**src/rtl/prog_loader_pkg.sv**
```systemverilog
// Shared types and sizing for the byte-stream program loader.
package prog_loader_pkg;

  typedef enum logic [2:0] {
    LEN0, LEN1, DATA, WRITE, CSUM, DONE, ERR
  } loadState_t;

  localparam int BYTE_W         = 8;
  localparam int BYTES_PER_WORD = 4;
  localparam int HDR_BYTES      = 2;
  localparam int CNT_W          = HDR_BYTES * BYTE_W;

endpackage

```
**src/rtl/prog_loader_word_assembler.sv**
```systemverilog
// Packs accepted stream bytes into little-endian byte lanes; pulses wordReady
// on the byte that completes a word.
module word_assembler #(
  parameter int NUM_LANES = 4,
  parameter int LANE_W    = 8
) (
  input  logic                          clk,
  input  logic                          reset,
  input  logic                          clear,
  input  logic                          accept,
  input  logic [LANE_W-1:0]             byteIn,
  output logic [NUM_LANES*LANE_W-1:0]   word,
  output logic                          wordReady
);
  localparam int LW = $clog2(NUM_LANES);

  logic [LW-1:0]                        lane;
  logic [NUM_LANES-1:0][LANE_W-1:0]     lanes;

  assign word      = lanes;
  assign wordReady = accept && (lane == LW'(NUM_LANES - 1));

  always_ff @(posedge clk or negedge reset) begin
    if (!reset)          lane <= '0;
    else if (clear)      lane <= '0;
    else if (wordReady)  lane <= '0;
    else if (accept)     lane <= lane + LW'(1);
  end

  // Lanes stay put between words, so the word is stable through the write strobe.
  for (genvar g = 0; g < NUM_LANES; g++) begin : gLane
    always_ff @(posedge clk or negedge reset) begin
      if (!reset)                              lanes[g] <= '0;
      else if (clear)                          lanes[g] <= '0;
      else if (accept && lane == LW'(g))       lanes[g] <= byteIn;
    end
  end

endmodule

```
**src/rtl/prog_loader.sv**
```systemverilog
// Byte-stream program loader: writes an image through the pipeline's external
// memory port and holds the core until done. Option: PROG_LOADER_CHECKSUM_EN.
module prog_loader
  import prog_loader_pkg::*;
#(
  parameter logic [31:0] BASE_ADDR = 32'h0000_0000,
  parameter int          MAX_WORDS = 1024
) (
  input  logic        clk,
  input  logic        reset,
  input  logic        rx_valid,
  input  logic [7:0]  rx_data,
  output logic        rx_ready,
  input  logic        load_req,
  output logic        Ext_MemWrite,
  output logic [31:0] Ext_WriteData,
  output logic [31:0] Ext_DataAdr,
  output logic        core_hold,
  output logic        load_done,
  output logic        load_err,
  output logic [15:0] words_loaded
);
  localparam logic [31:0] MAX_W = 32'(MAX_WORDS);

  loadState_t       state, nextState;
  logic [CNT_W-1:0] wordCount;
  logic [CNT_W-1:0] hdrCount;
  logic             accept, restart, byteAccept, wordReady;

  assign accept     = rx_valid && rx_ready;
  assign restart    = load_req && (state == DONE || state == ERR);
  assign byteAccept = accept && (state == DATA);
  assign hdrCount   = {rx_data, wordCount[7:0]};

`ifdef PROG_LOADER_CHECKSUM_EN
  localparam loadState_t LAST = CSUM;
  logic [7:0] xorSum;

  always_ff @(posedge clk or negedge reset) begin
    if (!reset)        xorSum <= '0;
    else if (restart)  xorSum <= '0;
    else if (accept && (state == LEN0 || state == LEN1 || state == DATA))
      xorSum <= xorSum ^ rx_data;
  end
`else
  localparam loadState_t LAST = DONE;
`endif

  always_ff @(posedge clk or negedge reset) begin
    if (!reset) state <= LEN0;
    else        state <= nextState;
  end

  always_comb begin
    nextState = state;
    case (state)
      LEN0:  if (accept) nextState = LEN1;
      LEN1:  if (accept) begin
               if (hdrCount == '0)                                  nextState = LAST;
               else if ({{(32-CNT_W){1'b0}}, hdrCount} > MAX_W)     nextState = ERR;
               else                                                 nextState = DATA;
             end
      DATA:  if (wordReady) nextState = WRITE;
      WRITE: nextState = (words_loaded + 16'd1 == wordCount) ? LAST : DATA;
`ifdef PROG_LOADER_CHECKSUM_EN
      CSUM:  if (accept) nextState = (rx_data == xorSum) ? DONE : ERR;
`endif
      DONE,
      ERR:   if (load_req) nextState = LEN0;
      default: nextState = LEN0;
    endcase
  end

  // Flags are decoded from nextState so each output is a flop aligned with state.
  always_ff @(posedge clk or negedge reset) begin
    if (!reset) begin
      rx_ready     <= 1'b1;
      Ext_MemWrite <= 1'b0;
      Ext_DataAdr  <= BASE_ADDR;
      core_hold    <= 1'b1;
      load_done    <= 1'b0;
      load_err     <= 1'b0;
      words_loaded <= '0;
      wordCount    <= '0;
    end else begin
      rx_ready     <= nextState inside {LEN0, LEN1, DATA, CSUM};
      Ext_MemWrite <= nextState == WRITE;
      core_hold    <= nextState != DONE;
      load_done    <= nextState == DONE;
      load_err     <= nextState == ERR;
      if (restart) begin
        words_loaded <= '0;
        wordCount    <= '0;
        Ext_DataAdr  <= BASE_ADDR;
      end else begin
        if (accept && state == LEN0) wordCount[7:0]  <= rx_data;
        if (accept && state == LEN1) wordCount[15:8] <= rx_data;
        if (wordReady)               Ext_DataAdr     <= BASE_ADDR + 32'({words_loaded, 2'b00});
        if (state == WRITE)          words_loaded    <= words_loaded + 16'd1;
      end
    end
  end

  word_assembler #(
    .NUM_LANES (BYTES_PER_WORD),
    .LANE_W    (BYTE_W)
  ) uAsm (
    .clk       (clk),
    .reset     (reset),
    .clear     (restart),
    .accept    (byteAccept),
    .byteIn    (rx_data),
    .word      (Ext_WriteData),
    .wordReady (wordReady)
  );

endmodule
```
**config.mk**
```make
export PLATFORM = sky130hd
export DESIGN_NAME = prog_loader
export DESIGN_NICKNAME = d
export VERILOG_FILES = /design/src/rtl/prog_loader_pkg.sv /design/src/rtl/prog_loader_word_assembler.sv /design/src/rtl/prog_loader.sv
export SDC_FILE = /design/constraint.sdc
export NUM_CORES = 1
export LEC_CHECK = 0
export CORE_ASPECT_RATIO = 1.5
export CORE_MARGIN = 8
export CORE_UTILIZATION = 54
export DETAILED_ROUTE_END_ITERATION = 6
export DONT_BUFFER_PORTS = 1
export PLACE_DENSITY = 0.74
export SETUP_SLACK_MARGIN = 0.02
export SKIP_CTS_REPAIR_TIMING = 1
export SLEW_MARGIN = 15
export SYNTH_ARGS = -nofsm -noshare
export SYNTH_HDL_FRONTEND = slang
export SYNTH_SLANG_ARGS = --single-unit
```
**constraint.sdc**
```tcl
create_clock -name clk -period 3.8 [get_ports clk]
set_input_delay 0.76 -clock clk [delete_from_list [all_inputs] [get_ports clk]]
set_output_delay 0.76 -clock clk [all_outputs]
set_load 0.005 [all_outputs]
```
After elaboration in Yosys (flattened, before gate mapping) --
Cells that the tools add are included. Widths: inputs -> output; s select.
Cells by class: add/subtract/negate cells 2, $lt $le $gt $ge 1, equality and inequality tests 16, muxes and demuxes 26, reduce and logical (&&, ||, !) cells 24
Operators by type and width (number):
- $mux 8 | 10
- $mux 32 | 2
- $mux 16 | 3
- $mux 3 | 7
- $add 16x1->16 const B | 1
- $eq 16x16->1 | 1
- $gt 16x11->1 const B | 1
- $logic_not 16->1 | 1
- $eq 3x3->1 const B | 5
- $pmux 3 s5 | 1
- $reduce_bool 2->1 | 7
- $eq 3x2->1 const B | 4
- $logic_and 1x1->1 | 9
- $eq 3x1->1 const B | 2
- $logic_not 3->1 | 2
- $mux 2 | 3
- $eq 2x2->1 const B | 2
- $reduce_bool 4->1 | 1
- $ne 3x3->1 const B | 1
- $reduce_bool 3->1 | 1
- $add 2x1->2 const B | 1
- $eq 2x1->1 const B | 1
- $logic_not 2->1 | 1
- $reduce_or 2->1 | 1
- $logic_or 1x1->1 | 1
Word-level totals: bits in registers 106, logic and storage cells 84

Longest topological paths before layout --
Gate-level depths: netlist of the first run.
word-level depth 7, depth in mapped cells 9, gate-level depth less buffers 7

Cells and area by module --
From an unflattened synthesis of the first run, not the netlist that was laid out.
Unflattened totals: cell total of the unflattened synthesis 468, area, all modules 4804.6 um2
By module, submodules not included:
- prog_loader | instances 1, cells each 340, area each 3223.1 um2, seq. area each 1403.8 um2
- word_assembler | instances 1, cells each 128, area each 1581.5 um2, seq. area each 850.8 um2

Least setup slack after synthesis of the first run --
OpenSTA, ideal clock, no wires.
path kind reg2reg, start point register words_loaded[0], end point register load_done, arrival time 2.433 ns, required time 3.714 ns, path slack 1.281 ns, stages on the path, launching flop included 8, buffers on the path 0, period minus slack after synthesis 2.519 ns, cells stage by stage dfrtp_1 > ha_1 > nand3_1 > or4_1 > xnor2_1 > a221o_1 > or4_4 > o22ai_2
Between the ends: cells in the longest elaborated chain, start to end 5
RTL lines:
- start, declared | line prog_loader.sv:21 | output logic [15:0] words_loaded
- start signal, assigned | line prog_loader.sv:99 | if (state == WRITE) words_loaded <= words_loaded + 16'd1;
- $add 16x1->16 | line prog_loader.sv:64 | WRITE: nextState = (words_loaded + 16'd1 == wordCount) ? LAST : DATA;
- $eq 16x16->1 | line prog_loader.sv:64
- $mux 3 | line prog_loader.sv:64
- $pmux 3 s5 | line prog_loader.sv:56 | case (state)
- $eq 3x3->1 | line prog_loader.sv:89 | load_done <= nextState == DONE;
- end signal, assigned | line prog_loader.sv:81 | load_done <= 1'b0;
- end signal, assigned | line prog_loader.sv:89
- end, declared | line prog_loader.sv:19 | output logic load_done,
No other way between the ends. A chain may end at the register's enable or synchronous reset.

Worst setup path after layout of the first run --
Same ends and word-level chain as after synthesis.

==> impl_results.html, run 1 <==
<table>
<tr><th>Metric</th><th>Value</th></tr>
<tr><th colspan="2">STA</th></tr>
<tr><td>Actual slew at the worst max-slew pin</td><td>1090 ps</td></tr>
<tr><td>Accumulated negative setup slack</td><td>0 ps</td></tr>
<tr><td>Minimum setup slack in the final design</td><td>901.3 ps</td></tr>
<tr><td>Unrepaired setup endpoints after global routing</td><td>false</td></tr>
<tr><td>Worst clock skew</td><td>6.558 ps</td></tr>
<tr><td>Part of the cycle the worst path needs</td><td>76.28%</td></tr>
<tr><td>Final Critical Period</td><td>2899 ps</td></tr>
<tr><td>Count of final setup violators</td><td>0</td></tr>
<tr><td>Final-report hold violation count</td><td>0</td></tr>
<tr><td>Rel. slew slack</td><td>27.35%</td></tr>
<tr><td>Highest Clock Rate</td><td>0.3450 GHz</td></tr>
<tr><td>Count of final max-slew check failures</td><td>0</td></tr>
<tr><td>Hold WS</td><td>117.1 ps</td></tr>
<tr><th colspan="2">Power and ir drop</th></tr>
<tr><td>Leak Pwr</td><td>0.002093 uW</td></tr>
<tr><td>Worst voltage drop across the vdd grid</td><td>0.3745 mV</td></tr>
<tr><td>Pwr Density</td><td>768.7 nW/um^2</td></tr>
<tr><th colspan="2">Floorplanning</th></tr>
<tr><td>Area of the core</td><td>8259 sq um</td></tr>
<tr><td>I/O pin total</td><td>97</td></tr>
<tr><td>Die H</td><td>127.9 microns</td></tr>
<tr><td>Standard-cell rows</td><td>41</td></tr>
<tr><td>Width of the chip</td><td>90.61 microns</td></tr>
<tr><td>Die ar.</td><td>11,590 sq um</td></tr>
<tr><td>Starting utilization of the core area</td><td>54.60%</td></tr>
<tr><th colspan="2">Placed design</th></tr>
<tr><td>Setup slack at placement</td><td>983.9 ps</td></tr>
<tr><td>Count of port buffers added during placement</td><td>0</td></tr>
<tr><td>HPWL Detailed</td><td>8080 microns</td></tr>
<tr><td>Routability congestion estimate from global placement</td><td>0.8820</td></tr>
<tr><th colspan="2">Critical path</th></tr>
<tr><td>CP bufs+invs</td><td>0</td></tr>
<tr><td>CP arrival</td><td>3160 ps</td></tr>
<tr><td>Type of destination of the critical path</td><td>register</td></tr>
<tr><td>Largest stage delay on the critical path</td><td>600 ps</td></tr>
<tr><td>Maximum fanout along the worst path</td><td>9</td></tr>
<tr><td>Critical Path, Cell by Cell</td><td>ha_1, nand3_1, nor4_1, xnor2_1, o211ai_1, or4_4, o22ai_2</td></tr>
<tr><td>Max stage delay cell, worst path</td><td>sky130_fd_sc_hd__nor4_1</td></tr>
<tr><td>Data required time at the worst endpoint</td><td>4060 ps</td></tr>
<tr><td>Kind of start point of the critical path</td><td>register</td></tr>
<tr><td>Worst setup path class</td><td>reg2reg</td></tr>
<tr><td>Dominant delay contributor by cell family on the critical path</td><td>simple AND/OR/NAND/NOR gates</td></tr>
<tr><th colspan="2">GRT</th></tr>
<tr><td>Number of antenna violations at the first check in global routing</td><td>0</td></tr>
<tr><td>Global routing usage summed across all routing layers</td><td>20.19%</td></tr>
<tr><td>Maximum number of pins on one net before global-route repair</td><td>91</td></tr>
<tr><td>Global route overflow</td><td>0</td></tr>
<tr><td>Wire length of the first global-routing pass</td><td>18,610 microns</td></tr>
<tr><td>Vias in the first global route</td><td>3,521</td></tr>
<tr><th colspan="2">Clock tree</th></tr>
<tr><td>Clock latency on the worst-skew pair</td><td>340 ps</td></tr>
<tr><td>Clock buffer depth</td><td>2</td></tr>
<tr><td>Clock root buffer</td><td>sky130_fd_sc_hd__clkbuf_16</td></tr>
<tr><td>Count of clock tree sinks</td><td>90</td></tr>
<tr><td>TritonCTS clock tree</td><td>built</td></tr>
<tr><td>Number of buffers inserted during clock tree synthesis</td><td>9</td></tr>
<tr><td>Htree depth</td><td>3</td></tr>
<tr><td>Clock-pin transition on the worst setup and hold timing paths</td><td>70 ps</td></tr>
<tr><th colspan="2">Yosys</th></tr>
<tr><td>Total of flip-flops plus latches after synthesis</td><td>90</td></tr>
<tr><td>Count of distinct cell types in the synthesized netlist</td><td>54</td></tr>
<tr><td>Synthesized instance count</td><td>492</td></tr>
<tr><td>Total of warnings raised by yosys</td><td>0</td></tr>
<tr><td>Share of async-settable or async-resettable flops after synthesis</td><td>100.0%</td></tr>
<tr><td>Avg Synthesized Cell Area</td><td>9.165 sq um</td></tr>
<tr><td>Main synth FF type</td><td>sky130_fd_sc_hd__dfrtp_1</td></tr>
<tr><td>Cell area after technology mapping</td><td>4509 sq um</td></tr>
<tr><td>EDFF count, synth</td><td>0</td></tr>
<tr><td>Post-synthesis sequential area ratio</td><td>50.00%</td></tr>
<tr><th colspan="2">Routing</th></tr>
<tr><td>Number of remaining DRC errors</td><td>0</td></tr>
<tr><td>Via-to-Cell Ratio</td><td>5.898</td></tr>
<tr><td>Wire length reported by the detailed router</td><td>11,440 microns</td></tr>
<tr><td>Average detailed-routed wire length per instance</td><td>19.42 microns</td></tr>
<tr><td>Via total after detailed routing</td><td>3,474</td></tr>
<tr><td>Antenna-violating nets left</td><td>0</td></tr>
<tr><td>Number of detailed-routing iterations run before antenna repair</td><td>4</td></tr>
<tr><td>Starting DRT DRC Count</td><td>287</td></tr>
<tr><th colspan="2">Final layout</th></tr>
<tr><td>Fin nets</td><td>494</td></tr>
<tr><td>Fraction of final layout cells sized beyond drive strength 1</td><td>7.469%</td></tr>
<tr><td>Final-layout fill cell count</td><td>724</td></tr>
<tr><td># diodes</td><td>0</td></tr>
<tr><td>Syn-to-layout area delta</td><td>6.493%</td></tr>
<tr><th colspan="2">Status</th></tr>
<tr><td>Status</td><td>completed</td></tr>
<tr><th colspan="2">Hold path</th></tr>
<tr><td>Min-Delay Path Class</td><td>in2async</td></tr>
<tr><th colspan="2">Run</th></tr>
<tr><td>Max-capacitance violation count</td><td>0</td></tr>
</table>
[synthesized netlist by cell type (3+ instances only)]
cell | number | area [sq um]
sky130_fd_sc_hd__nand2_1 | 97 | 364.1
sky130_fd_sc_hd__dfrtp_1 | 88 | 2202
sky130_fd_sc_hd__o21ai_0 | 50 | 250.2
sky130_fd_sc_hd__nor2_1 | 40 | 150.1
sky130_fd_sc_hd__a21oi_1 | 34 | 170.2
sky130_fd_sc_hd__clkbuf_1 | 20 | 75.07
sky130_fd_sc_hd__buf_4 | 18 | 135.1
sky130_fd_sc_hd__mux2i_1 | 17 | 170.2
sky130_fd_sc_hd__xnor2_1 | 13 | 113.9
sky130_fd_sc_hd__inv_1 | 9 | 33.78
sky130_fd_sc_hd__xor2_1 | 9 | 78.83
sky130_fd_sc_hd__nand3_1 | 6 | 30.03
sky130_fd_sc_hd__nor4_1 | 6 | 37.54
sky130_fd_sc_hd__buf_2 | 5 | 25.02
sky130_fd_sc_hd__ha_1 | 5 | 62.56
sky130_fd_sc_hd__nand4_1 | 5 | 31.28
sky130_fd_sc_hd__nor3_1 | 5 | 25.02
sky130_fd_sc_hd__or3_1 | 5 | 31.28
sky130_fd_sc_hd__buf_1 | 4 | 15.01
sky130_fd_sc_hd__nor2b_1 | 4 | 25.02
sky130_fd_sc_hd__o31ai_1 | 4 | 30.03
sky130_fd_sc_hd__or4_1 | 4 | 30.03
sky130_fd_sc_hd__nand2b_1 | 3 | 18.77
sky130_fd_sc_hd__o41ai_1 | 3 | 26.28
[power by group]
group | internal [uW] | switching [uW]
logic | 437 | 569
registers | 1340 | 463
clock network | 525 | 361
total | 2300 | 1390
[placed cells by master (no fill, tap or decap), types with 3 or more instances in the layout]
| master | netlist | final |
|---|---|---|
| sky130_fd_sc_hd__xnor2_1 | 13 | 13 |
| sky130_fd_sc_hd__or4_1 | 4 | 4 |
| sky130_fd_sc_hd__ha_1 | 5 | 5 |
| sky130_fd_sc_hd__o21ai_0 | 50 | 50 |
| sky130_fd_sc_hd__clkbuf_16 | 0 | 9 |
| sky130_fd_sc_hd__nor2_1 | 40 | 39 |
| sky130_fd_sc_hd__nand3_1 | 6 | 6 |
| sky130_fd_sc_hd__inv_1 | 9 | 9 |
| sky130_fd_sc_hd__o41ai_1 | 3 | 3 |
| sky130_fd_sc_hd__o31ai_1 | 4 | 4 |
| sky130_fd_sc_hd__nand4_1 | 5 | 5 |
| sky130_fd_sc_hd__a21oi_1 | 34 | 33 |
| sky130_fd_sc_hd__nand2_1 | 97 | 97 |
| sky130_fd_sc_hd__nor2b_1 | 4 | 4 |
| sky130_fd_sc_hd__xor2_1 | 9 | 9 |
| sky130_fd_sc_hd__or3_1 | 5 | 5 |
| sky130_fd_sc_hd__nand2b_1 | 3 | 3 |
| sky130_fd_sc_hd__conb_1 | 1 | 16 |
| sky130_fd_sc_hd__nor3_1 | 5 | 5 |
| sky130_fd_sc_hd__buf_4 | 18 | 6 |
| sky130_fd_sc_hd__clkinv_2 | 0 | 3 |
| sky130_fd_sc_hd__mux2i_1 | 17 | 17 |
| sky130_fd_sc_hd__nor4_1 | 6 | 6 |
| sky130_fd_sc_hd__dfrtp_1 | 88 | 88 |
[layer usage]
metal / vias to the layer above / share of wire, % / track usage, %
li1: 1618 / - / -
met1: 1696 / 37 / 21.53
met2: 138 / 51 / 33.66
met3: 22 / 9.4 / 7.913
met4: 0 / 2.5 / 10.83
met5: - / 0 / 0
[per-stage QoR]
stage	power [uW]	instances	area [sq um]	utilization (%)
after CTS	3710	589	4798	58.10
after floorplan	2519	507	4566	-
final	3691	589	4802	58.14
after global routing	3962	589	4802	58.14
after global placement	2759	573	4502	54.51
after detailed placement	2822	573	4502	54.51
[logic make-up (layout without fill, tap and decap cells)]
kind of cell	count (synthesis)	count (layout)	synth area share (%)
muxes	17	17	3.774
and+or+nand+nor	189	189	19.53
DFF	90	90	50.00
xor gates and xnor gates	23	23	4.884
other	1	16	0.08316
AOI/OAI and AO/OA	110	110	13.96
adders and majority gates	5	5	1.387
buffers and inverters	57	32	6.381
[final cells by class]
cell class / instances / area [sq um] / share of cell area, %
clock buffers: 11 / 242.7 / 5.055
well taps: 107 / 133.9 / 2.788
clock inverters: 5 / 53.80 / 1.120
repair buffers: 6 / 45.04 / 0.9380
multi-input cells: 360 / 2034 / 42.37
inverters: 10 / 37.54 / 0.7817
flip-flops and latches: 90 / 2255 / 46.95
[worst reg2reg max path, delay by kind of cell, from the launching register on]
family / cells / cell delay (ps)
adder cells (fa/ha/maj): 1 / 280
flip-flops: 1 / 570
XOR/XNOR: 1 / 210
AND/OR/NAND/NOR: 3 / 1470
AO/OA/AOI/OAI: 2 / 300
[final timing paths]
| check | startpoint | end | slack (ps) | cells after the start |
|---|---|---|---|---|
| max reg2reg | words_loaded[0] | load_done | 900 | 7 |
| max in group asynchronous | reset | rx_ready | 3500 | 0 |
| min in group clk | uAsm.word[14] | uAsm.word[14] | 510 | 2 |
| min reg2reg | uAsm.word[14] | uAsm.word[14] | 510 | 2 |
| min | reset | wordCount[10] | 120 | 0 |
| max | words_loaded[0] | load_done | 900 | 7 |
[flip-flops by register name, summed over array words and instances (netlist names), 2 cells and up]
name          cells
Ext_DataAdr      16
state             3
uAsm.lane         2
uAsm.word        32
wordCount        16
words_loaded     16
Note: power is estimated with default switching activity, not from simulation.
==> run 2: changes to the inputs <==
--- a/config.mk
+++ b/config.mk
@@ -5,6 +5,7 @@
 export SDC_FILE = /design/constraint.sdc
 export NUM_CORES = 1
 export LEC_CHECK = 0
+export ABC_AREA = 1
 export CORE_ASPECT_RATIO = 1.5
 export CORE_MARGIN = 8
 export CORE_UTILIZATION = 54
==> constraint.sdc (replaced) <==
create_clock -name clk -period 2.7 [get_ports clk]
set_input_delay 0.54 -clock clk [delete_from_list [all_inputs] [get_ports clk]]
set_output_delay 0.54 -clock clk [all_outputs]
set_load 0.005 [all_outputs]
==> impl_results.html, run 2 <==
<table>
<tr><th>Metric</th><th>Value</th></tr>
<tr><th colspan="2">STA</th></tr>
<tr><td>Part of the cycle the worst path needs</td><td>83.56% (was 76.28%)</td></tr>
<tr><td>Final Critical Period</td><td>2256 ps (was 2899 ps)</td></tr>
<tr><td>Hold WS</td><td>37.01 ps (was 117.1 ps)</td></tr>
<tr><td>Highest Clock Rate</td><td>0.4433 GHz (was 0.3450 GHz)</td></tr>
<tr><td>Count of final max-slew check failures</td><td>0 (unchanged)</td></tr>
<tr><td>Actual slew at the worst max-slew pin</td><td>898.8 ps (was 1090 ps)</td></tr>
<tr><td>Unrepaired setup endpoints after global routing</td><td>false (unchanged)</td></tr>
<tr><td>Worst clock skew</td><td>7.812 ps (was 6.558 ps)</td></tr>
<tr><td>Minimum setup slack in the final design</td><td>444.0 ps (was 901.3 ps)</td></tr>
<tr><td>Accumulated negative setup slack</td><td>0 ps (unchanged)</td></tr>
<tr><td>Count of final setup violators</td><td>0 (unchanged)</td></tr>
<tr><td>Rel. slew slack</td><td>40.02% (was 27.35%)</td></tr>
<tr><td>Final-report hold violation count</td><td>0 (unchanged)</td></tr>
<tr><th colspan="2">Yosys</th></tr>
<tr><td>Area share of the largest cell type after synthesis</td><td>50.47% (was 48.83%)</td></tr>
<tr><td>Total of warnings raised by yosys</td><td>0 (unchanged)</td></tr>
<tr><td>Total of flip-flops plus latches after synthesis</td><td>90 (unchanged)</td></tr>
<tr><td>Post-synthesis sequential area ratio</td><td>51.68% (was 50.00%)</td></tr>
<tr><td>Avg Synthesized Cell Area</td><td>8.080 sq um (was 9.165 sq um)</td></tr>
<tr><td>Synthesized instance count</td><td>540 (was 492)</td></tr>
<tr><td>Area contributors post-synth</td><td>sky130_fd_sc_hd__dfrtp_1, sky130_fd_sc_hd__nand2_1, sky130_fd_sc_hd__o21ai_0 (unchanged)</td></tr>
<tr><td>EDFF count, synth</td><td>0 (unchanged)</td></tr>
<tr><td>Main synth FF type</td><td>sky130_fd_sc_hd__dfrtp_1 (unchanged)</td></tr>
<tr><td>Cell area after technology mapping</td><td>4363 sq um (was 4509 sq um)</td></tr>
<tr><td>Share of async-settable or async-resettable flops after synthesis</td><td>100.0% (unchanged)</td></tr>
<tr><td>Post-synth top cells</td><td>sky130_fd_sc_hd__nand2_1, sky130_fd_sc_hd__dfrtp_1, sky130_fd_sc_hd__o21ai_0 (unchanged)</td></tr>
<tr><td>Cell taking the most area after synthesis</td><td>sky130_fd_sc_hd__dfrtp_1 (unchanged)</td></tr>
<tr><td>Dominant cell by count in the synthesized netlist</td><td>sky130_fd_sc_hd__nand2_1 (unchanged)</td></tr>
<tr><td>Count of distinct cell types in the synthesized netlist</td><td>29 (was 54)</td></tr>
<tr><th colspan="2">Floorplanning</th></tr>
<tr><td>Standard-cell rows</td><td>40 (was 41)</td></tr>
<tr><td>Die ar.</td><td>11,270 sq um (was 11,590 sq um)</td></tr>
<tr><td>Starting utilization of the core area</td><td>55.17% (was 54.60%)</td></tr>
<tr><td>Width of the chip</td><td>89.39 microns (was 90.61 microns)</td></tr>
<tr><td>I/O pin total</td><td>97 (unchanged)</td></tr>
<tr><td>Die H</td><td>126.1 microns (was 127.9 microns)</td></tr>
<tr><td>Area of the core</td><td>7908 sq um (was 8259 sq um)</td></tr>
<tr><th colspan="2">GRT</th></tr>
<tr><td>Global routing usage summed across all routing layers</td><td>20.51% (was 20.19%)</td></tr>
<tr><td>Maximum number of pins on one net before global-route repair</td><td>91 (unchanged)</td></tr>
<tr><td>Vias in the first global route</td><td>3,492 (was 3,521)</td></tr>
<tr><td>Global route overflow</td><td>0 (unchanged)</td></tr>
<tr><td>Wire length of the first global-routing pass</td><td>17,630 microns (was 18,610 microns)</td></tr>
<tr><td>Number of antenna violations at the first check in global routing</td><td>0 (unchanged)</td></tr>
<tr><th colspan="2">Routing</th></tr>
<tr><td>Starting DRT DRC Count</td><td>289 (was 287)</td></tr>
<tr><td>Average detailed-routed wire length per instance</td><td>17.12 microns (was 19.42 microns)</td></tr>
<tr><td>Number of detailed-routing iterations run before antenna repair</td><td>4 (unchanged)</td></tr>
<tr><td>Via total after detailed routing</td><td>3,537 (was 3,474)</td></tr>
<tr><td>Antenna-violating nets left</td><td>0 (unchanged)</td></tr>
<tr><td>Wire length reported by the detailed router</td><td>11,130 microns (was 11,440 microns)</td></tr>
<tr><td>Via-to-Cell Ratio</td><td>5.442 (was 5.898)</td></tr>
<tr><td>Number of remaining DRC errors</td><td>0 (unchanged)</td></tr>
<tr><th colspan="2">Final layout</th></tr>
<tr><td>Fraction of final layout cells sized beyond drive strength 1</td><td>7.339% (was 7.469%)</td></tr>
<tr><td>Layout Utilization</td><td>59.40% (was 58.14%)</td></tr>
<tr><td>Fin nets</td><td>557 (was 494)</td></tr>
<tr><td># diodes</td><td>0 (unchanged)</td></tr>
<tr><td>Flip-flop count of the largest register after layout</td><td>32 (unchanged)</td></tr>
<tr><td>Final std cell area, no fill</td><td>4697 sq um (was 4802 sq um)</td></tr>
<tr><td>Syn-to-layout area delta</td><td>7.657% (was 6.493%)</td></tr>
<tr><td>Most common cell after layout, fill and taps aside</td><td>sky130_fd_sc_hd__nand2_1 (unchanged)</td></tr>
<tr><td>Commonest non-fill, non-tap cells in the layout</td><td>sky130_fd_sc_hd__nand2_1, sky130_fd_sc_hd__dfrtp_1, sky130_fd_sc_hd__o21ai_0, sky130_fd_sc_hd__nand3_1, sky130_fd_sc_hd__inv_1 (was sky130_fd_sc_hd__nand2_1, sky130_fd_sc_hd__dfrtp_1, sky130_fd_sc_hd__o21ai_0, sky130_fd_sc_hd__nor2_1, sky130_fd_sc_hd__a21oi_1)</td></tr>
<tr><th colspan="2">Critical path</th></tr>
<tr><td>Worst setup path class</td><td>reg2reg (unchanged)</td></tr>
<tr><td>Data required time at the worst endpoint</td><td>2940 ps (was 4060 ps)</td></tr>
<tr><td>Type of destination of the critical path</td><td>register (unchanged)</td></tr>
<tr><td>Maximum fanout along the worst path</td><td>6 (was 9)</td></tr>
<tr><td>CP arrival</td><td>2500 ps (was 3160 ps)</td></tr>
<tr><td>Kind of start point of the critical path</td><td>register (unchanged)</td></tr>
<tr><th colspan="2">Placed design</th></tr>
<tr><td>Instance area after placement</td><td>4398 sq um (was 4502 sq um)</td></tr>
<tr><td>Count of port buffers added during placement</td><td>0 (unchanged)</td></tr>
<tr><td>Setup slack at placement</td><td>464.6 ps (was 983.9 ps)</td></tr>
<tr><td>HPWL Detailed</td><td>7992 microns (was 8080 microns)</td></tr>
<tr><td>Routability congestion estimate from global placement</td><td>0.8878 (was 0.8820)</td></tr>
<tr><th colspan="2">Power and ir drop</th></tr>
<tr><td>Leak Pwr</td><td>0.002305 uW (was 0.002093 uW)</td></tr>
<tr><td>Worst voltage drop across the vdd grid</td><td>0.7005 mV (was 0.3745 mV)</td></tr>
<tr><td>Pwr Density</td><td>1080 nW/um^2 (was 768.7 nW/um^2)</td></tr>
<tr><th colspan="2">Clock tree</th></tr>
<tr><td>Count of clock tree sinks</td><td>90 (unchanged)</td></tr>
<tr><td>Clock buffer depth</td><td>2 (unchanged)</td></tr>
<tr><td>Clock-pin transition on the worst setup and hold timing paths</td><td>70 ps (about the same)</td></tr>
<tr><td>Clock latency on the worst-skew pair</td><td>350 ps (was 340 ps)</td></tr>
<tr><td>TritonCTS clock tree</td><td>built (unchanged)</td></tr>
<tr><td>Clock root buffer</td><td>sky130_fd_sc_hd__clkbuf_16 (unchanged)</td></tr>
<tr><td>Htree depth</td><td>3 (unchanged)</td></tr>
<tr><td>Number of buffers inserted during clock tree synthesis</td><td>9 (unchanged)</td></tr>
<tr><th colspan="2">Hold path</th></tr>
<tr><td>Min-Delay Path Class</td><td>in2async (unchanged)</td></tr>
<tr><th colspan="2">Run</th></tr>
<tr><td>Max-capacitance violation count</td><td>0 (unchanged)</td></tr>
<tr><th colspan="2">Status</th></tr>
<tr><td>Status</td><td>completed (unchanged)</td></tr>
</table>
[run 2: cell count changes in the layout (fill, tap and decap cells not counted), sizes merged, moves of 16 or more]
| cell | change |
|---|---|
| o21ai | +16 |
| mux2i | -17 |
| nand2 | +80 |
| inv | +40 |
| nand3 | +42 |
| a21oi | -30 |
[run 2: worst paths after layout]
kind                                       from         endpoint  slack, ps  cells after the start
min in group clk                     rx_data[7]     uAsm.word[7]        500                      2
worst max-delay path            words_loaded[1]         load_err        440                     16
worst min-delay path                      reset        core_hold         40                      0
worst min register to register  Ext_DataAdr[14]  Ext_DataAdr[14]        500                      2
worst max register to register  words_loaded[1]         load_err        440                     16
max in group asynchronous                 reset     uAsm.word[2]       2260                      1
[run 2: logic make-up after synthesis]
family          count (synthesis)  share of synthesized area [%]
simple gates                  282                          28.42
buf+inv                        78                          8.145
fa+ha+maj                       5                          1.434
flops                          90                          51.68
other cells                     1                        0.08595
compound gates                 81                          9.636
xor+xnor                        3                         0.6023
[run 2: layout make-up]
| cell class | instances | area [sq um] |
|---|---|---|
| well taps | 105 | 131.4 |
| multi-input cells | 387 | 1809 |
| flip-flops and latches | 90 | 2255 |
| clock buffers | 10 | 229.0 |
| inverters | 48 | 180.2 |
| clock inverters | 6 | 42.54 |
| repair buffers | 4 | 50.05 |
| fillers | 723 | 3211 |
[run 2: worst max-delay path: stages, from the launching register on]
cell	delay, ps
sky130_fd_sc_hd__dfrtp_1	460
sky130_fd_sc_hd__ha_1	270
sky130_fd_sc_hd__nand2_1	120
sky130_fd_sc_hd__nor2_4	180
sky130_fd_sc_hd__nand2_1	110
sky130_fd_sc_hd__nand2_1	90
sky130_fd_sc_hd__nand2_1	50
sky130_fd_sc_hd__nand2_1	50
sky130_fd_sc_hd__nand3_1	70
sky130_fd_sc_hd__nor2_1	150
sky130_fd_sc_hd__nand2_1	90
sky130_fd_sc_hd__nor2_2	140
sky130_fd_sc_hd__nand2_1	60
sky130_fd_sc_hd__nand2_1	110
sky130_fd_sc_hd__nand2_1	90
sky130_fd_sc_hd__nand2_1	60
sky130_fd_sc_hd__inv_1	40
[run 2: power by group]
part,internal (uW),switching (uW)
Combinational,514,952
Clock,625,535
Sequential,1890,557
[run 2: metrics by stage]
step / power (uW) / cells
floorplan: 3461 / 555
global placement: 3840 / 633
detailed placement: 3905 / 633
CTS: 5082 / 649
global route: 5463 / 650
finish: 5071 / 650
[run 2: per-layer routing]
layer | track usage [%] | routed length, microns
met5 | 0 | 0
met4 | 10.73 | 251
met3 | 6.510 | 1032
met2 | 33.03 | 5414
met1 | 23.35 | 4428
==> run 3: changes to the inputs <==
--- a/config.mk
+++ b/config.mk
@@ -5,7 +5,7 @@
 export SDC_FILE = /design/constraint.sdc
 export NUM_CORES = 1
 export LEC_CHECK = 0
-export ABC_AREA = 1
+export ABC_AREA = 0
 export CORE_ASPECT_RATIO = 1.5
 export CORE_MARGIN = 8
 export CORE_UTILIZATION = 54
==> constraint.sdc (replaced) <==
create_clock -name clk -period 2.25 [get_ports clk]
set_input_delay 0.45 -clock clk [delete_from_list [all_inputs] [get_ports clk]]
set_output_delay 0.45 -clock clk [all_outputs]
set_load 0.005 [all_outputs]
==> impl_results.html, run 3 (synthesis gave the netlist of run 1 again) <==
<table>
<tr><th>Metric</th><th>Value</th></tr>
<tr><th colspan="2">Critical path</th></tr>
<tr><td>Maximum fanout along the worst path</td><td>3 (was 6)</td></tr>
<tr><td>Data required time at the worst endpoint</td><td>2520 ps (was 2940 ps)</td></tr>
<tr><td>Worst setup path class</td><td>reg2reg (unchanged)</td></tr>
<tr><td>Length in cells of the worst reg-to-reg path</td><td>7 (was 16)</td></tr>
<tr><td>Internal reg-to-reg setup slack</td><td>-170 ps (was 440 ps)</td></tr>
<tr><td>RR Endpoint</td><td>load_done (was load_err)</td></tr>
<tr><td>Kind of start point of the critical path</td><td>register (unchanged)</td></tr>
<tr><td>Type of destination of the critical path</td><td>register (unchanged)</td></tr>
<tr><td>Reg-to-reg critical path startpoint</td><td>words_loaded[7] (was words_loaded[1])</td></tr>
<tr><td>CP arrival</td><td>2690 ps (was 2500 ps)</td></tr>
<tr><th colspan="2">GRT</th></tr>
<tr><td>Global routing usage summed across all routing layers</td><td>21.45% (was 20.51%)</td></tr>
<tr><td>Wire length of the first global-routing pass</td><td>19,740 microns (was 17,630 microns)</td></tr>
<tr><td>Number of antenna violations at the first check in global routing</td><td>0 (unchanged)</td></tr>
<tr><td>Maximum number of pins on one net before global-route repair</td><td>91 (unchanged)</td></tr>
<tr><td>Global route overflow</td><td>0 (unchanged)</td></tr>
<tr><td>Vias in the first global route</td><td>3,764 (was 3,492)</td></tr>
<tr><th colspan="2">Final layout</th></tr>
<tr><td>Final-layout fill cell count</td><td>669 (was 723)</td></tr>
<tr><td># diodes</td><td>0 (unchanged)</td></tr>
<tr><td>Most common cell after layout, fill and taps aside</td><td>sky130_fd_sc_hd__nand2_1 (unchanged)</td></tr>
<tr><td>Commonest non-fill, non-tap cells in the layout</td><td>sky130_fd_sc_hd__nand2_1, sky130_fd_sc_hd__dfrtp_1, sky130_fd_sc_hd__o21ai_0, sky130_fd_sc_hd__buf_4, sky130_fd_sc_hd__nor2_1 (was sky130_fd_sc_hd__nand2_1, sky130_fd_sc_hd__dfrtp_1, sky130_fd_sc_hd__o21ai_0, sky130_fd_sc_hd__nand3_1, sky130_fd_sc_hd__inv_1)</td></tr>
<tr><td>Syn-to-layout area delta</td><td>16.04% (was 7.657%)</td></tr>
<tr><td>Fin nets</td><td>538 (was 557)</td></tr>
<tr><td>Flip-flop count of the largest register after layout</td><td>32 (unchanged)</td></tr>
<tr><td>Fraction of final layout cells sized beyond drive strength 1</td><td>17.68% (was 7.339%)</td></tr>
<tr><td>Final std cell area, no fill</td><td>5233 sq um (was 4697 sq um)</td></tr>
<tr><td>Layout Utilization</td><td>63.35% (was 59.40%)</td></tr>
<tr><th colspan="2">STA</th></tr>
<tr><td>Actual slew at the worst max-slew pin</td><td>1077 ps (was 898.8 ps)</td></tr>
<tr><td>Final-report hold violation count</td><td>90 (was 0)</td></tr>
<tr><td>Count of final setup violators</td><td>6 (was 0)</td></tr>
<tr><td>Worst clock skew</td><td>6.453 ps (was 7.812 ps)</td></tr>
<tr><td>Count of final max-slew check failures</td><td>0 (unchanged)</td></tr>
<tr><td>Hold WS</td><td>-204.4 ps (was 37.01 ps)</td></tr>
<tr><td>Highest Clock Rate</td><td>0.4137 GHz (was 0.4433 GHz)</td></tr>
<tr><td>Rel. slew slack</td><td>28.20% (was 40.02%)</td></tr>
<tr><td>Minimum setup slack in the final design</td><td>-167.1 ps (was 444.0 ps)</td></tr>
<tr><td>Accumulated negative setup slack</td><td>-725.9 ps (was 0 ps)</td></tr>
<tr><td>Unrepaired setup endpoints after global routing</td><td>true (was false)</td></tr>
<tr><td>Final Critical Period</td><td>2417 ps (was 2256 ps)</td></tr>
<tr><td>Part of the cycle the worst path needs</td><td>107.4% (was 83.56%)</td></tr>
<tr><th colspan="2">Power and ir drop</th></tr>
<tr><td>Pwr Density</td><td>1296 nW/um^2 (was 1080 nW/um^2)</td></tr>
<tr><td>Leak Pwr</td><td>0.002340 uW (was 0.002305 uW)</td></tr>
<tr><td>Worst voltage drop across the vdd grid</td><td>1.009 mV (was 0.7005 mV)</td></tr>
<tr><th colspan="2">Routing</th></tr>
<tr><td>Wire length reported by the detailed router</td><td>12,670 microns (was 11,130 microns)</td></tr>
<tr><td>Starting DRT DRC Count</td><td>250 (was 289)</td></tr>
<tr><td>Via total after detailed routing</td><td>3,733 (was 3,537)</td></tr>
<tr><td>Antenna-violating nets left</td><td>0 (unchanged)</td></tr>
<tr><td>Via-to-Cell Ratio</td><td>5.897 (was 5.442)</td></tr>
<tr><td>Number of remaining DRC errors</td><td>0 (unchanged)</td></tr>
<tr><td>Average detailed-routed wire length per instance</td><td>20.01 microns (was 17.12 microns)</td></tr>
<tr><td>Number of detailed-routing iterations run before antenna repair</td><td>5 (was 4)</td></tr>
<tr><th colspan="2">Floorplanning</th></tr>
<tr><td>Standard-cell rows</td><td>41 (was 40)</td></tr>
<tr><td>Width of the chip</td><td>90.61 microns (was 89.39 microns)</td></tr>
<tr><td>Die ar.</td><td>11,590 sq um (was 11,270 sq um)</td></tr>
<tr><td>Area of the core</td><td>8259 sq um (was 7908 sq um)</td></tr>
<tr><td>Starting utilization of the core area</td><td>54.60% (was 55.17%)</td></tr>
<tr><td>Die H</td><td>127.9 microns (was 126.1 microns)</td></tr>
<tr><td>I/O pin total</td><td>97 (unchanged)</td></tr>
<tr><th colspan="2">Clock tree</th></tr>
<tr><td>Clock-pin transition on the worst setup and hold timing paths</td><td>70 ps (about the same)</td></tr>
<tr><td>Htree depth</td><td>3 (unchanged)</td></tr>
<tr><td>Clock root buffer</td><td>sky130_fd_sc_hd__clkbuf_16 (unchanged)</td></tr>
<tr><td>Clock latency on the worst-skew pair</td><td>350 ps (about the same)</td></tr>
<tr><td>Count of clock tree sinks</td><td>90 (unchanged)</td></tr>
<tr><td>Clock buffer depth</td><td>2 (unchanged)</td></tr>
<tr><td>TritonCTS clock tree</td><td>built (unchanged)</td></tr>
<tr><td>Number of buffers inserted during clock tree synthesis</td><td>9 (unchanged)</td></tr>
<tr><th colspan="2">Placed design</th></tr>
<tr><td>HPWL Detailed</td><td>8728 microns (was 7992 microns)</td></tr>
<tr><td>Count of port buffers added during placement</td><td>0 (unchanged)</td></tr>
<tr><td>Instance area after placement</td><td>4813 sq um (was 4398 sq um)</td></tr>
<tr><td>Routability congestion estimate from global placement</td><td>0.9195 (was 0.8878)</td></tr>
<tr><th colspan="2">Hold path</th></tr>
<tr><td>Min-Delay Path Class</td><td>in2async (unchanged)</td></tr>
<tr><th colspan="2">Status</th></tr>
<tr><td>Failing checks</td><td>negative hold slack, negative setup slack</td></tr>
<tr><td>Status</td><td>finished, violations left (was completed)</td></tr>
<tr><th colspan="2">Run</th></tr>
<tr><td>Max-capacitance violation count</td><td>0 (unchanged)</td></tr>
</table>
[run 3: changes by cell type in the layout (fill, tap and decap cells not counted), sizes merged, moves of 6 or more]
cell | previous run | this run
a21oi | 4 | 34
buf | 4 | 50
inv | 49 | 9
mux2i | 0 | 17
nand2 | 177 | 97
nand3 | 48 | 6
nand4 | 13 | 6
nor2 | 34 | 40
o21ai | 68 | 52
xnor2 | 2 | 14
xor2 | 1 | 9
[run 3: cell type report]
class                      count  area (sq um)  area share, %
clock buffer                   9         225.2          4.304
clock inverter                 7         70.07          1.339
inverter                      10         37.54         0.7174
multi-input combinational    360          2102          40.17
sequential                    90          2257          43.14
tap                          107         133.9          2.559
timing repair buffer          50         406.6          7.771
[run 3: critical path: stages (launching register included)]
cell and delay [ps]:
sky130_fd_sc_hd__dfrtp_1 390, sky130_fd_sc_hd__buf_6 140, sky130_fd_sc_hd__xnor2_4 140, sky130_fd_sc_hd__xnor2_1 140, sky130_fd_sc_hd__or4_4 430, sky130_fd_sc_hd__a221o_1 390, sky130_fd_sc_hd__or4_4 550, sky130_fd_sc_hd__o22ai_2 150
[run 3: layer usage]
layer  part of all wire, %  vias to the layer above  GRT usage, %  wire length, microns
met1                    35                     1835         22.72                  4486
met3                   9.1                       33         7.503                  1147
met2                    53                      161         37.29                  6685
li1                      -                     1704             -                     -
met4                   2.7                        0         9.941                   346
met5                     0                        -             0                     0
[run 3: where the power goes]
part | internal, uW | switching, uW | leakage [uW] | total [uW]
logic | 1060 | 1340 | 0.00105 | 2390
registers | 2260 | 613 | 0.00115 | 2870
clock network | 859 | 655 | 0.000145 | 1510
total | 4180 | 2610 | 0.00234 | 6780
[run 3: how the worst max path moves through the flow]
stage / from / end / slack [ps]
global route: words_loaded[0] / load_done / -290
CTS: words_loaded[0] / load_done / -100
detailed placement: words_loaded[0] / load_done / -80
finish: words_loaded[7] / load_done / -170
global placement: words_loaded[0] / load_done / -10
floorplan: words_loaded[9] / load_done / -130
[run 3: per-stage QoR]
step | worst slack (ps) | std cells | total power (uW)
finish | -167.1 | 633 | 6782
global route | -288.4 | 633 | 7237
CTS | -101.8 | 628 | 6572
detailed placement | -81.08 | 612 | 5053
global placement | -14.39 | 612 | 4895
floorplan | -125.3 | 507 | 4266
